<file path="src/rtl/trap_sequencer_if.sv">
// Commit-side event/CSR bus of the trap sequencer; master drives events,
// slave is the sequencer that owns the trap CSRs.
interface trap_sequencer_if #(
  parameter int XLEN = 64
);
  logic            inst_valid;
  logic [15:0]     exc_vec;
  logic [XLEN-1:0] exc_pc;
  logic [XLEN-1:0] exc_tval;
  logic            ret_valid;
  logic            ret_is_mret;
  logic [11:0]     mip;
  logic [11:0]     mie;
  logic [11:0]     mideleg;
  logic [15:0]     medeleg;
  logic [XLEN-1:0] mtvec;
  logic [XLEN-1:0] stvec;
  logic            csr_wen;
  logic [11:0]     csr_addr;
  logic [XLEN-1:0] csr_wdata;
  logic            ack;
  logic            busy;
  logic [1:0]      priv_mode;
  logic [XLEN-1:0] mstatus;
  logic [XLEN-1:0] mepc;
  logic [XLEN-1:0] sepc;
  logic [XLEN-1:0] mcause;
  logic [XLEN-1:0] scause;
  logic [XLEN-1:0] mtval;
  logic [XLEN-1:0] stval;
  logic            redirect_valid;
  logic [XLEN-1:0] redirect_target;

  modport master (
    output inst_valid, exc_vec, exc_pc, exc_tval, ret_valid, ret_is_mret,
           mip, mie, mideleg, medeleg, mtvec, stvec, csr_wen, csr_addr, csr_wdata,
    input  ack, busy, priv_mode, mstatus, mepc, sepc, mcause, scause, mtval, stval,
           redirect_valid, redirect_target
  );

  modport slave (
    input  inst_valid, exc_vec, exc_pc, exc_tval, ret_valid, ret_is_mret,
           mip, mie, mideleg, medeleg, mtvec, stvec, csr_wen, csr_addr, csr_wdata,
    output ack, busy, priv_mode, mstatus, mepc, sepc, mcause, scause, mtval, stval,
           redirect_valid, redirect_target
  );
endinterface

</file>
<file path="src/rtl/trap_sequencer.sv">
// Trap entry / xRET exit sequencer: owns the trap CSRs and privilege mode,
// takes one event per instruction boundary and issues one redirect for it.
module trap_sequencer #(
  parameter int XLEN = 64
) (
  input logic             clk,
  input logic             reset,
  trap_sequencer_if.slave bus
);
  typedef enum logic [1:0] {IDLE, SAVE, REDIRECT} state_t;
  typedef enum logic [1:0] {EV_TRAP, EV_MRET, EV_SRET} kind_t;

  localparam logic [1:0]  PRV_U    = 2'b00;
  localparam logic [1:0]  PRV_S    = 2'b01;
  localparam logic [1:0]  PRV_M    = 2'b11;
  localparam logic [11:0] A_MSTAT  = 12'h300;
  localparam logic [11:0] A_MEPC   = 12'h341;
  localparam logic [11:0] A_SEPC   = 12'h141;
  localparam logic [11:0] INT_IMPL = 12'hAAA;
  localparam logic [15:0] EXC_IMPL = 16'hBBFF;
  localparam logic [3:0]  INT_PRI [6]  = '{4'd11, 4'd3, 4'd7, 4'd9, 4'd1, 4'd5};
  localparam logic [3:0]  EXC_PRI [14] = '{4'd3, 4'd12, 4'd1, 4'd2, 4'd0, 4'd8, 4'd9,
                                           4'd11, 4'd6, 4'd4, 4'd15, 4'd13, 4'd7, 4'd5};

  state_t          state;
  logic            busy_r, rdr_vld;
  logic [1:0]      priv, mpp;
  logic            sie, mie_b, spie, mpie, spp, tsr;
  logic [XLEN-1:0] mepc, sepc, mcause, scause, mtval, stval;

  kind_t           lat_kind;
  logic            lat_to_s, lat_intr;
  logic [3:0]      lat_cause;
  logic [XLEN-1:0] lat_tval, lat_pc, lat_target;

  logic [11:0]     pend, int_en;
  logic            m_int_on, s_int_on, int_any, exc_any, ret_bad, ev_any, ack_c;
  logic            deleg, to_s;
  logic [3:0]      int_sel, exc_sel;
  kind_t           ev_kind;
  logic            ev_intr;
  logic [3:0]      ev_cause;
  logic [XLEN-1:0] ev_tval, tvec, vec_off, ev_target, mstatus_w;

  // Event arbitration: enabled interrupt > exception > xRET.
  always_comb begin
    pend     = bus.mip & bus.mie;
    m_int_on = (priv != PRV_M) || mie_b;
    s_int_on = (priv == PRV_U) || ((priv == PRV_S) && sie);
    for (int i = 0; i < 12; i++)
      int_en[i] = pend[i] && INT_IMPL[i] && (bus.mideleg[i] ? s_int_on : m_int_on);
    int_any = |int_en;
    int_sel = '0;
    for (int k = 5; k >= 0; k--)
      if (int_en[INT_PRI[k]]) int_sel = INT_PRI[k];

    exc_any = |(bus.exc_vec & EXC_IMPL);
    exc_sel = '0;
    for (int k = 13; k >= 0; k--)
      if (bus.exc_vec[EXC_PRI[k]]) exc_sel = EXC_PRI[k];

    ret_bad = bus.ret_is_mret ? (priv != PRV_M)
                              : ((priv == PRV_U) || ((priv == PRV_S) && tsr));

    ev_kind  = EV_TRAP;
    ev_intr  = 1'b0;
    ev_cause = '0;
    ev_tval  = '0;
    ev_any   = 1'b1;
    if (int_any) begin
      ev_intr  = 1'b1;
      ev_cause = int_sel;
    end else if (exc_any) begin
      ev_cause = exc_sel;
      ev_tval  = bus.exc_tval;
    end else if (bus.ret_valid && ret_bad) begin
      ev_cause = 4'd2;
    end else if (bus.ret_valid) begin
      ev_kind = bus.ret_is_mret ? EV_MRET : EV_SRET;
    end else begin
      ev_any = 1'b0;
    end

    deleg   = ev_intr ? bus.mideleg[ev_cause] : bus.medeleg[ev_cause];
    to_s    = deleg && (priv != PRV_M);
    tvec    = to_s ? bus.stvec : bus.mtvec;
    vec_off = (ev_intr && (tvec[1:0] == 2'b01)) ? XLEN'({ev_cause, 2'b00}) : '0;
    case (ev_kind)
      EV_MRET: ev_target = mepc;
      EV_SRET: ev_target = sepc;
      default: ev_target = {tvec[XLEN-1:2], 2'b00} + vec_off;
    endcase

    ack_c = (state == IDLE) && bus.inst_valid && ev_any;
  end

  always_comb begin
    mstatus_w        = '0;
    mstatus_w[1]     = sie;
    mstatus_w[3]     = mie_b;
    mstatus_w[5]     = spie;
    mstatus_w[7]     = mpie;
    mstatus_w[8]     = spp;
    mstatus_w[12:11] = mpp;
    mstatus_w[22]    = tsr;
  end

  always_ff @(posedge clk) begin
    if (reset) begin
      state      <= IDLE;
      busy_r     <= 1'b0;
      rdr_vld    <= 1'b0;
      priv       <= PRV_M;
      {sie, mie_b, spie, mpie, spp, tsr} <= '0;
      mpp        <= PRV_U;
      mepc       <= '0;
      sepc       <= '0;
      mcause     <= '0;
      scause     <= '0;
      mtval      <= '0;
      stval      <= '0;
      lat_kind   <= EV_TRAP;
      lat_to_s   <= 1'b0;
      lat_intr   <= 1'b0;
      lat_cause  <= '0;
      lat_tval   <= '0;
      lat_pc     <= '0;
      lat_target <= '0;
    end else begin
      case (state)
        IDLE: begin
          if (ack_c) begin
            lat_kind   <= ev_kind;
            lat_to_s   <= to_s;
            lat_intr   <= ev_intr;
            lat_cause  <= ev_cause;
            lat_tval   <= ev_tval;
            lat_pc     <= bus.exc_pc & ~XLEN'(1);
            lat_target <= ev_target;
            busy_r     <= 1'b1;
            state      <= SAVE;
          end else if (bus.csr_wen) begin
            case (bus.csr_addr)
              A_MSTAT: begin
                sie   <= bus.csr_wdata[1];
                mie_b <= bus.csr_wdata[3];
                spie  <= bus.csr_wdata[5];
                mpie  <= bus.csr_wdata[7];
                spp   <= bus.csr_wdata[8];
                tsr   <= bus.csr_wdata[22];
                // MPP=10 is a reserved mode; the old value is kept.
                if (bus.csr_wdata[12:11] != 2'b10) mpp <= bus.csr_wdata[12:11];
              end
              A_MEPC:  mepc <= bus.csr_wdata & ~XLEN'(1);
              A_SEPC:  sepc <= bus.csr_wdata & ~XLEN'(1);
              default: ;
            endcase
          end
        end
        SAVE: begin
          case (lat_kind)
            EV_MRET: begin
              mie_b <= mpie;
              mpie  <= 1'b1;
              priv  <= mpp;
              mpp   <= PRV_U;
            end
            EV_SRET: begin
              sie  <= spie;
              spie <= 1'b1;
              priv <= {1'b0, spp};
              spp  <= 1'b0;
            end
            default: begin
              if (lat_to_s) begin
                sepc   <= lat_pc;
                scause <= {lat_intr, {(XLEN-5){1'b0}}, lat_cause};
                stval  <= lat_tval;
                spie   <= sie;
                sie    <= 1'b0;
                spp    <= priv[0];
                priv   <= PRV_S;
              end else begin
                mepc   <= lat_pc;
                mcause <= {lat_intr, {(XLEN-5){1'b0}}, lat_cause};
                mtval  <= lat_tval;
                mpie   <= mie_b;
                mie_b  <= 1'b0;
                mpp    <= priv;
                priv   <= PRV_M;
              end
            end
          endcase
          rdr_vld <= 1'b1;
          state   <= REDIRECT;
        end
        REDIRECT: begin
          rdr_vld <= 1'b0;
          busy_r  <= 1'b0;
          state   <= IDLE;
        end
        default: state <= IDLE;
      endcase
    end
  end

  assign bus.ack             = ack_c;
  assign bus.busy            = busy_r;
  assign bus.priv_mode       = priv;
  assign bus.mstatus         = mstatus_w;
  assign bus.mepc            = mepc;
  assign bus.sepc            = sepc;
  assign bus.mcause          = mcause;
  assign bus.scause          = scause;
  assign bus.mtval           = mtval;
  assign bus.stval           = stval;
  assign bus.redirect_valid  = rdr_vld;
  assign bus.redirect_target = lat_target;
endmodule

</file>
<file path="src/flat_wrapper.sv">
// flat-port wrapper written by rule: the top's interface ports become plain ports
module trap_sequencer_flat 
#(
  parameter int XLEN = 64
)
  (clk, reset, bus_inst_valid, bus_exc_vec, bus_exc_pc, bus_exc_tval, bus_ret_valid, bus_ret_is_mret, bus_mip, bus_mie, bus_mideleg, bus_medeleg, bus_mtvec, bus_stvec, bus_csr_wen, bus_csr_addr, bus_csr_wdata, bus_ack, bus_busy, bus_priv_mode, bus_mstatus, bus_mepc, bus_sepc, bus_mcause, bus_scause, bus_mtval, bus_stval, bus_redirect_valid, bus_redirect_target);
  trap_sequencer_if #(.XLEN(XLEN)) bus_i ();
  input logic clk;
  input logic reset;
  input wire logic [$bits(bus_i.inst_valid)-1:0] bus_inst_valid;
  input wire logic [$bits(bus_i.exc_vec)-1:0] bus_exc_vec;
  input wire logic [$bits(bus_i.exc_pc)-1:0] bus_exc_pc;
  input wire logic [$bits(bus_i.exc_tval)-1:0] bus_exc_tval;
  input wire logic [$bits(bus_i.ret_valid)-1:0] bus_ret_valid;
  input wire logic [$bits(bus_i.ret_is_mret)-1:0] bus_ret_is_mret;
  input wire logic [$bits(bus_i.mip)-1:0] bus_mip;
  input wire logic [$bits(bus_i.mie)-1:0] bus_mie;
  input wire logic [$bits(bus_i.mideleg)-1:0] bus_mideleg;
  input wire logic [$bits(bus_i.medeleg)-1:0] bus_medeleg;
  input wire logic [$bits(bus_i.mtvec)-1:0] bus_mtvec;
  input wire logic [$bits(bus_i.stvec)-1:0] bus_stvec;
  input wire logic [$bits(bus_i.csr_wen)-1:0] bus_csr_wen;
  input wire logic [$bits(bus_i.csr_addr)-1:0] bus_csr_addr;
  input wire logic [$bits(bus_i.csr_wdata)-1:0] bus_csr_wdata;
  output wire logic [$bits(bus_i.ack)-1:0] bus_ack;
  output wire logic [$bits(bus_i.busy)-1:0] bus_busy;
  output wire logic [$bits(bus_i.priv_mode)-1:0] bus_priv_mode;
  output wire logic [$bits(bus_i.mstatus)-1:0] bus_mstatus;
  output wire logic [$bits(bus_i.mepc)-1:0] bus_mepc;
  output wire logic [$bits(bus_i.sepc)-1:0] bus_sepc;
  output wire logic [$bits(bus_i.mcause)-1:0] bus_mcause;
  output wire logic [$bits(bus_i.scause)-1:0] bus_scause;
  output wire logic [$bits(bus_i.mtval)-1:0] bus_mtval;
  output wire logic [$bits(bus_i.stval)-1:0] bus_stval;
  output wire logic [$bits(bus_i.redirect_valid)-1:0] bus_redirect_valid;
  output wire logic [$bits(bus_i.redirect_target)-1:0] bus_redirect_target;
  assign bus_i.inst_valid = bus_inst_valid;
  assign bus_i.exc_vec = bus_exc_vec;
  assign bus_i.exc_pc = bus_exc_pc;
  assign bus_i.exc_tval = bus_exc_tval;
  assign bus_i.ret_valid = bus_ret_valid;
  assign bus_i.ret_is_mret = bus_ret_is_mret;
  assign bus_i.mip = bus_mip;
  assign bus_i.mie = bus_mie;
  assign bus_i.mideleg = bus_mideleg;
  assign bus_i.medeleg = bus_medeleg;
  assign bus_i.mtvec = bus_mtvec;
  assign bus_i.stvec = bus_stvec;
  assign bus_i.csr_wen = bus_csr_wen;
  assign bus_i.csr_addr = bus_csr_addr;
  assign bus_i.csr_wdata = bus_csr_wdata;
  assign bus_ack = bus_i.ack;
  assign bus_busy = bus_i.busy;
  assign bus_priv_mode = bus_i.priv_mode;
  assign bus_mstatus = bus_i.mstatus;
  assign bus_mepc = bus_i.mepc;
  assign bus_sepc = bus_i.sepc;
  assign bus_mcause = bus_i.mcause;
  assign bus_scause = bus_i.scause;
  assign bus_mtval = bus_i.mtval;
  assign bus_stval = bus_i.stval;
  assign bus_redirect_valid = bus_i.redirect_valid;
  assign bus_redirect_target = bus_i.redirect_target;
  trap_sequencer #(.XLEN(XLEN)) u_core (.clk(clk), .reset(reset), .bus(bus_i));
endmodule
</file>
<file path="config.mk">
export PLATFORM = sky130hd
export DESIGN_NAME = trap_sequencer_flat
export DESIGN_NICKNAME = d
export VERILOG_FILES = /design/src/rtl/trap_sequencer_if.sv /design/src/rtl/trap_sequencer.sv /design/src/flat_wrapper.sv
export SDC_FILE = /design/constraint.sdc
export NUM_CORES = 1
export LEC_CHECK = 0
export BUFFER_PORTS_ARGS = -buffer_cell sky130_fd_sc_hd__clkbuf_2
export CAP_MARGIN = 0
export CORE_AREA = 4 4 361 363
export DETAILED_ROUTE_END_ITERATION = 10
export DIE_AREA = 0 0 365 367
export GPL_TIMING_DRIVEN = 0
export PLACE_DENSITY = 0.38
export SLEW_MARGIN = 20
export SYNTH_ARGS = -nofsm -noshare
export SYNTH_HDL_FRONTEND = slang
export SYNTH_SLANG_ARGS = --single-unit
</file>
<file path="constraint.sdc">
create_clock -name clk -period 6.4 [get_ports clk]
set_input_delay 0.32 -clock clk [delete_from_list [all_inputs] [get_ports clk]]
set_output_delay 0.32 -clock clk [all_outputs]
set_load 0.05 [all_outputs]
</file>
==> qor.yml, run 1 <==
crit_start: "u_core.mie_b"
slew_headroom: 0.233
grt_antenna_before_repair: 35
worst_r2r_endpoint: "u_core.bus.redirect_target[50]"
drive_above_1_share: 0.290
drtIter0Drc: 1598
fin_cells: 5823
max_stage_delay_ns: 0.68
grt_overflow: 0
area_growth_pct: 46.2
nets: 4519
wl_per_cell_um: 26.4
grt_pass1_wl_mm: 205
synth_cell_types: 80
fmax_mhz: 157
synth_top_area_frac: 0.407
placedInstanceArea_sq_mm: 0.0299
holdPathStages: 3
dp.cells: 5526
fin_area_sq_mm: 0.0343
crit_required_ns: 6.91
synth_edf_count: 0
min_from: "bus_csr_wdata[24]"
status: "finished, final reports clean"
vias_per_cell: 4.41
timing.final.crit_period_ns: 6.36
r2r_setup_slack_ns: 0.04
holdPathEnd: "u_core.bus.mepc[24]"
ios: 923
synth_commonest_cells: "nand2_1 (589), dfxtp_1 (476), a21oi_1 (330)"
finalPower_w: 0.00940
synth_cells: 2959
detailed_place_hpwl_mm: 127
initial_core_util: 0.184
synth.avg_cell_area_sq_um: 7.92
ys.flop_type: "dfxtp_1"
via_count: 25700
critPathMaxFanout: 7
drc: 0
cap_viol_max_count: 0
grt_start_max_net_pins: 17
fp.dieH_um: 367
setup-violations-final: 0
worstSetupPathType: "flop to flop"
worstRegToRegCells: 28
yosys_warnings: 0
synth_area_sq_mm: 0.0234
place_congestion: 0.891
rows: 131
ant_nets: 0
firstDrtPassIters: 5
rr_startpoint: "u_core.mie_b"
critPathSlowestCell: "o211ai_1"
wirelength_mm: 154
core_sq_mm: 0.127
power_leakage_nw: 14.3
yosysMostFrequentCell: "nand2_1"
synth.top_cells.by_area: "dfxtp_1 (41%), nand2_1 (9.4%), a21oi_1 (7.1%), buf_4 (6.0%), a211oi_1 (5.0%)"
yosys.area.top_type: "dfxtp_1"
fin_crit_sh: 0.994
cts_sinks: 476
die-area_sq_mm: 0.134
numCtsBuffers: 59
skew_ns: 0.0216
clk_latency_ns: 0.65
async_reset_ff_frac: 0
rsz0062_at_grt: "true"
ir_drop_uv: 186
cp.arrival_ns: 6.87
port_buffers: 723
clockBufferDepth: 3
cts.clk_slew.worst_paths_ns: 0.06
htree_levels: 2
grt_pass1_vias: 25100
ys_seq_elements: 476
hold_path_class: "primary input to flop"
clock-root-buffer: "clkbuf_16"
startpoint_type: "flop"
timing_max_transition_violations_final: 0
worstMarginPinSlew_ns: 1.15
final_hold_viol_count: 0
ys_seq_area_frac: 0.407
crit_path_end_kind: "flop"
cts_tree: "yes"
powerDensity_mw_per_mm2: 274
grt_usage: 0.217
die_w_um: 365
-- area by class of cell --
cell class	instances	area, sq um
clock buffers	79	1720
clock inverters	32	404
inverters	28	105
diodes	10	25.0
plain buffers	396	2310
multi-input cells	2230	12700
repair buffers	910	5400
well taps	1662	2080
fillers	14200	92800
flip-flops and latches	476	9540
-- worst max path at each step --
| stage | end | slack (ns) |
|---|---|---|
| CTS | u_core.bus.redirect_target[63] | -0.007 |
| finish | u_core.bus.redirect_target[50] | 0.04 |
| detailed placement | u_core.bus.redirect_target[61] | -2.51 |
| global route | u_core.bus.redirect_target[63] | -0.16 |
| global placement | u_core.bus.redirect_target[61] | -2.45 |
| floorplan | u_core.bus.redirect_target[63] | 0.06 |
-- flip-flops by register name, indices dropped and copies added (netlist names), 4 cells and up --
signal                      cells
u_core.bus.mtval               64
u_core.bus.stval               64
u_core.lat_tval                64
u_core.bus.mepc                63
u_core.bus.redirect_target     63
u_core.bus.sepc                63
u_core.lat_pc                  63
u_core.bus.mcause               5
u_core.bus.scause               5
u_core.lat_cause                4
-- per-stage QoR --
step | setup slack, ns | utilization | setup TNS (ns) | hold WS [ns]
after detailed placement | -2.51 | 0.236 | -80.30 | 0.447
after floorplan | 0.0618 | - | 0 | 0.436
after global routing | -0.160 | 0.270 | -1.05 | 0.0568
after global placement | -2.45 | 0.234 | -102.84 | 0.442
after CTS | -0.00729 | 0.266 | -0.00729 | 0.0192
final | 0.0365 | 0.270 | 0 | 0.0550
-- cell families after synthesis --
group | after synthesis | share of synthesized area
compound gates | 699 | 0.193
xor+xnor | 80 | 0.0299
fa+ha+maj | 12 | 0.00673
buf+inv | 429 | 0.101
flops | 476 | 0.407
mux | 121 | 0.0527
other cells | 1 | 0.000160
simple gates | 1141 | 0.210
-- metal layers --
layer,GRT usage,vias to the layer above,share of wire,wire length [um]
li1,-,12300,-,-
met1,0.256,12300,0.39,60600
met2,0.380,950,0.49,74700
met3,0.0840,136,0.10,15800
met4,0.0329,26,0.015,2320
met5,0,-,0.00090,138
-- power by group --
part           switching [W]  internal [W]  total [W]
logic                0.00173      0.000666    0.00239
clock network        0.00150       0.00218    0.00368
registers           0.000170       0.00316    0.00333
total                0.00340       0.00600    0.00940
-- worst max-delay path, delay by kind of cell, from the launching register on --
family / cells / cell delay [ns]
AO/OA/AOI/OAI: 9 / 2.38
AND/OR/NAND/NOR: 11 / 1.97
buffers and inverters: 5 / 0.78
adder cells (fa/ha/maj): 2 / 0.55
flip-flops: 1 / 0.37
XOR/XNOR: 1 / 0.14
-- placed cells by master, fill, tap and decap left out, types with 25 or more instances in the layout --
master         count
clkbuf_2         730
nand2_1          586
dfxtp_1          472
a21oi_1          323
nor2_1           246
buf_4            237
conb_1           177
clkbuf_1         176
a211oi_1         153
dlygate4sd3_1    130
nand3_1          114
mux2i_1          105
clkbuf_16         59
xnor2_1           48
a221oi_1          39
nand4_1           37
nor3_1            34
xor2_1            29
o21ai_0           26
and3_1            26
inv_1             25
-- timing repair --
item | CTS | global route
endpoints found under the setup margin | 58 | 33
pin swaps | 22 | 27
endpoints found under the hold margin | 130 | 0
setup buffers | 20 | 30
hold buffers | 130 | 0
gates cloned | 1 | 0
resized for setup | 87 | 42
(Power assumes the default switching activity.)
==> inputs of run 2 (changes only) <==
--- a/config.mk
+++ b/config.mk
@@ -7,11 +7,11 @@
 export LEC_CHECK = 0
 export BUFFER_PORTS_ARGS = -buffer_cell sky130_fd_sc_hd__clkbuf_2
 export CAP_MARGIN = 0
-export CORE_AREA = 4 4 361 363
+export CORE_AREA = 4 4 356 358
 export DETAILED_ROUTE_END_ITERATION = 10
-export DIE_AREA = 0 0 365 367
+export DIE_AREA = 0 0 360 362
 export GPL_TIMING_DRIVEN = 0
-export PLACE_DENSITY = 0.38
+export PLACE_DENSITY = 0.37
 export SLEW_MARGIN = 20
 export SYNTH_ARGS = -nofsm -noshare
 export SYNTH_HDL_FRONTEND = slang
==> constraint.sdc (replaced) <==
create_clock -name clk -period 6.55 [get_ports clk]
set_input_delay 0.3275 -clock clk [delete_from_list [all_inputs] [get_ports clk]]
set_output_delay 0.3275 -clock clk [all_outputs]
set_load 0.05 [all_outputs]
==> run 2 against run 1 <==
Die area decreased by 2.7%. Clock power is 5.7% lower. Via count decreased by 1.3%. Final area is 1.1% lower. Total power down 3.9%. Core utilization increased by 0.51 points. Largest cell class unchanged.
==> qor.yml, run 2 (synthesis results as in run 1) <==
status: "finished, final reports clean"
timing_max_transition_violations_final: 0  # unchanged
htree_levels: 2  # unchanged
worst_slack_ns: 0.188  # +0.152 ns
final_hold_viol_count: 0  # unchanged
wirelength_mm: 152  # -0.87%
holdPathStages: 3  # unchanged
cts_tree: "yes"
dp_slack_ns: -2.34  # +0.165 ns
area_growth_pct: 44.7
core_sq_mm: 0.123  # -2.9%
detailed_place_hpwl_mm: 126  # -1.1%
drive_above_1_share: 0.279  # -0.0107
critPathSlowestCell: "or3_4"
via_count: 25300  # -1.3%
mostFrequentLayoutCell: "clkbuf_2"
rows: 129  # -1.5%
fmax_mhz: 157  # about the same
worstMarginPinSlew_ns: 1.20  # +0.0485 ns
vias_per_cell: 4.39  # -0.52%
worstSetupPathType: "flop to flop"
numCtsBuffers: 58  # -1.7%
cp.arrival_ns: 6.82  # -0.05 ns
fin_crit_sh: 0.971  # -0.0231
setup-violations-final: 0  # unchanged
max_stage_delay_ns: 0.43  # -0.25 ns
critPathMaxFanout: 10  # +3
skew_ns: 0.0214  # -0.000177 ns
port_buffers: 723  # unchanged
firstDrtPassIters: 7  # +2
hold_path_class: "primary input to flop"
cp.depth: 29  # +3.6%
fp.dieH_um: 362  # -1.4%
grt_start_max_net_pins: 17  # unchanged
crit_buf_inv: 8  # +3
initial_core_util: 0.190  # +0.00555
grt_overflow: 0  # unchanged
place_congestion: 0.859  # -3.6%
clockBufferDepth: 3  # unchanged
crit_required_ns: 7.01  # +0.10 ns
layout_common_cells: "clkbuf_2 (730), nand2_1 (585), dfxtp_1 (473)"
worstRegToRegCells: 29  # +3.6%
powerDensity_mw_per_mm2: 267  # -2.9%
placedInstanceArea_sq_mm: 0.0299  # -0.19%
utilization: 0.275  # +0.00515
grt_pass1_wl_mm: 205  # -0.12%
cts_sinks: 476  # unchanged
critPathTopFamily: "simple AND/OR/NAND/NOR gates"
nets: 4496  # -0.51%
clk_latency_ns: 0.66  # about the same
drc: 0  # unchanged
crit_path_end_kind: "flop"
holdWs_ns: 0.0693  # +0.0143 ns
timing.final.crit_period_ns: 6.36  # -0.00197 ns
finalPower_w: 0.00903  # -3.9%
drtIter0Drc: 1519  # -4.9%
fin_area_sq_mm: 0.0339  # -1.1%
grt_pass1_vias: 24900  # -0.47%
reg.largest.list: "u_core.bus.mtval x64, u_core.bus.stval x64, u_core.lat_tval x64"
ios: 923  # unchanged
cap_viol_max_count: 0  # unchanged
ant_nets: 0  # unchanged
cts.clk_slew.worst_paths_ns: 0.06  # about the same
die_w_um: 360  # -1.4%
grt_usage: 0.222  # +0.00446
clock-root-buffer: "clkbuf_16"
startpoint_type: "flop"
ir_drop_uv: 205  # +10%
power_leakage_nw: 14.1  # -1.3%
slew_headroom: 0.201  # -0.0324
wl_per_cell_um: 26.4  # about the same
path_common_cell: "buf_4"
grt_antenna_before_repair: 26  # -26%
die-area_sq_mm: 0.130  # -2.7%
run 2: cell types whose count changed in the layout (fill, tap and decap cells not counted), sizes merged:
cell | previous run | this run
buf | 272 | 250
clkinvlp | 5 | 1
bufinv | 7 | 5
clkinv | 20 | 16
clkbuf | 982 | 991
run 2: layout make-up:
type	count	area (sq um)
clock buffers	88	1720
inverters	28	105
well taps	1637	2050
repair buffers	887	5240
multi-input cells	2230	12600
clock inverters	22	294
fillers	13900	89400
plain buffers	397	2320
diodes	10	25.0
flip-flops and latches	476	9540
run 2: final timing paths:
check | endpoint | slack (ns) | start
worst min register to register | u_core.bus.stval[36] | 0.45 | u_core.bus.stval[36]
worst max-delay path | u_core.bus.redirect_target[60] | 0.19 | u_core.mie_b
worst max register to register | u_core.bus.redirect_target[60] | 0.19 | u_core.mie_b
worst min-delay path | u_core.bus.mepc[56] | 0.07 | bus_csr_wdata[56]
run 2: layer usage:
metal / vias up / GRT usage / wire (um)
li1: 12300 / - / -
met1: 12000 / 0.261 / 61000
met2: 880 / 0.381 / 72800
met3: 141 / 0.0872 / 14700
met4: 26 / 0.0473 / 3470
met5: - / 0 / 161
run 2: where the power goes:
part	switching, W	internal (W)	leakage, nW
sequential	0.000163	0.00308	3.88
combinational	0.00168	0.000640	9.26
clock	0.00144	0.00202	0.996
run 2: repair_timing:
item,CTS,global route
hold buffers,130,0
cloned,1,0
hold endpoints to repair,130,0
buffers inserted,15,14
gates resized for setup,80,31
pin swaps,14,23
endpoints found under the setup margin,58,29
run 2: per-stage QoR:
step	cells	TNS [ns]
final	5775	0
after global routing	5766	-0.0231
after CTS	5752	0
after detailed placement	5499	-79.04
after global placement	5495	-101.40
after floorplan	3135	0
run 2: tightest hold or removal path, cell delays in order:
cell and delay, ns:
clkbuf_2 0.07, mux2i_1 0.08, a211oi_1 0.19
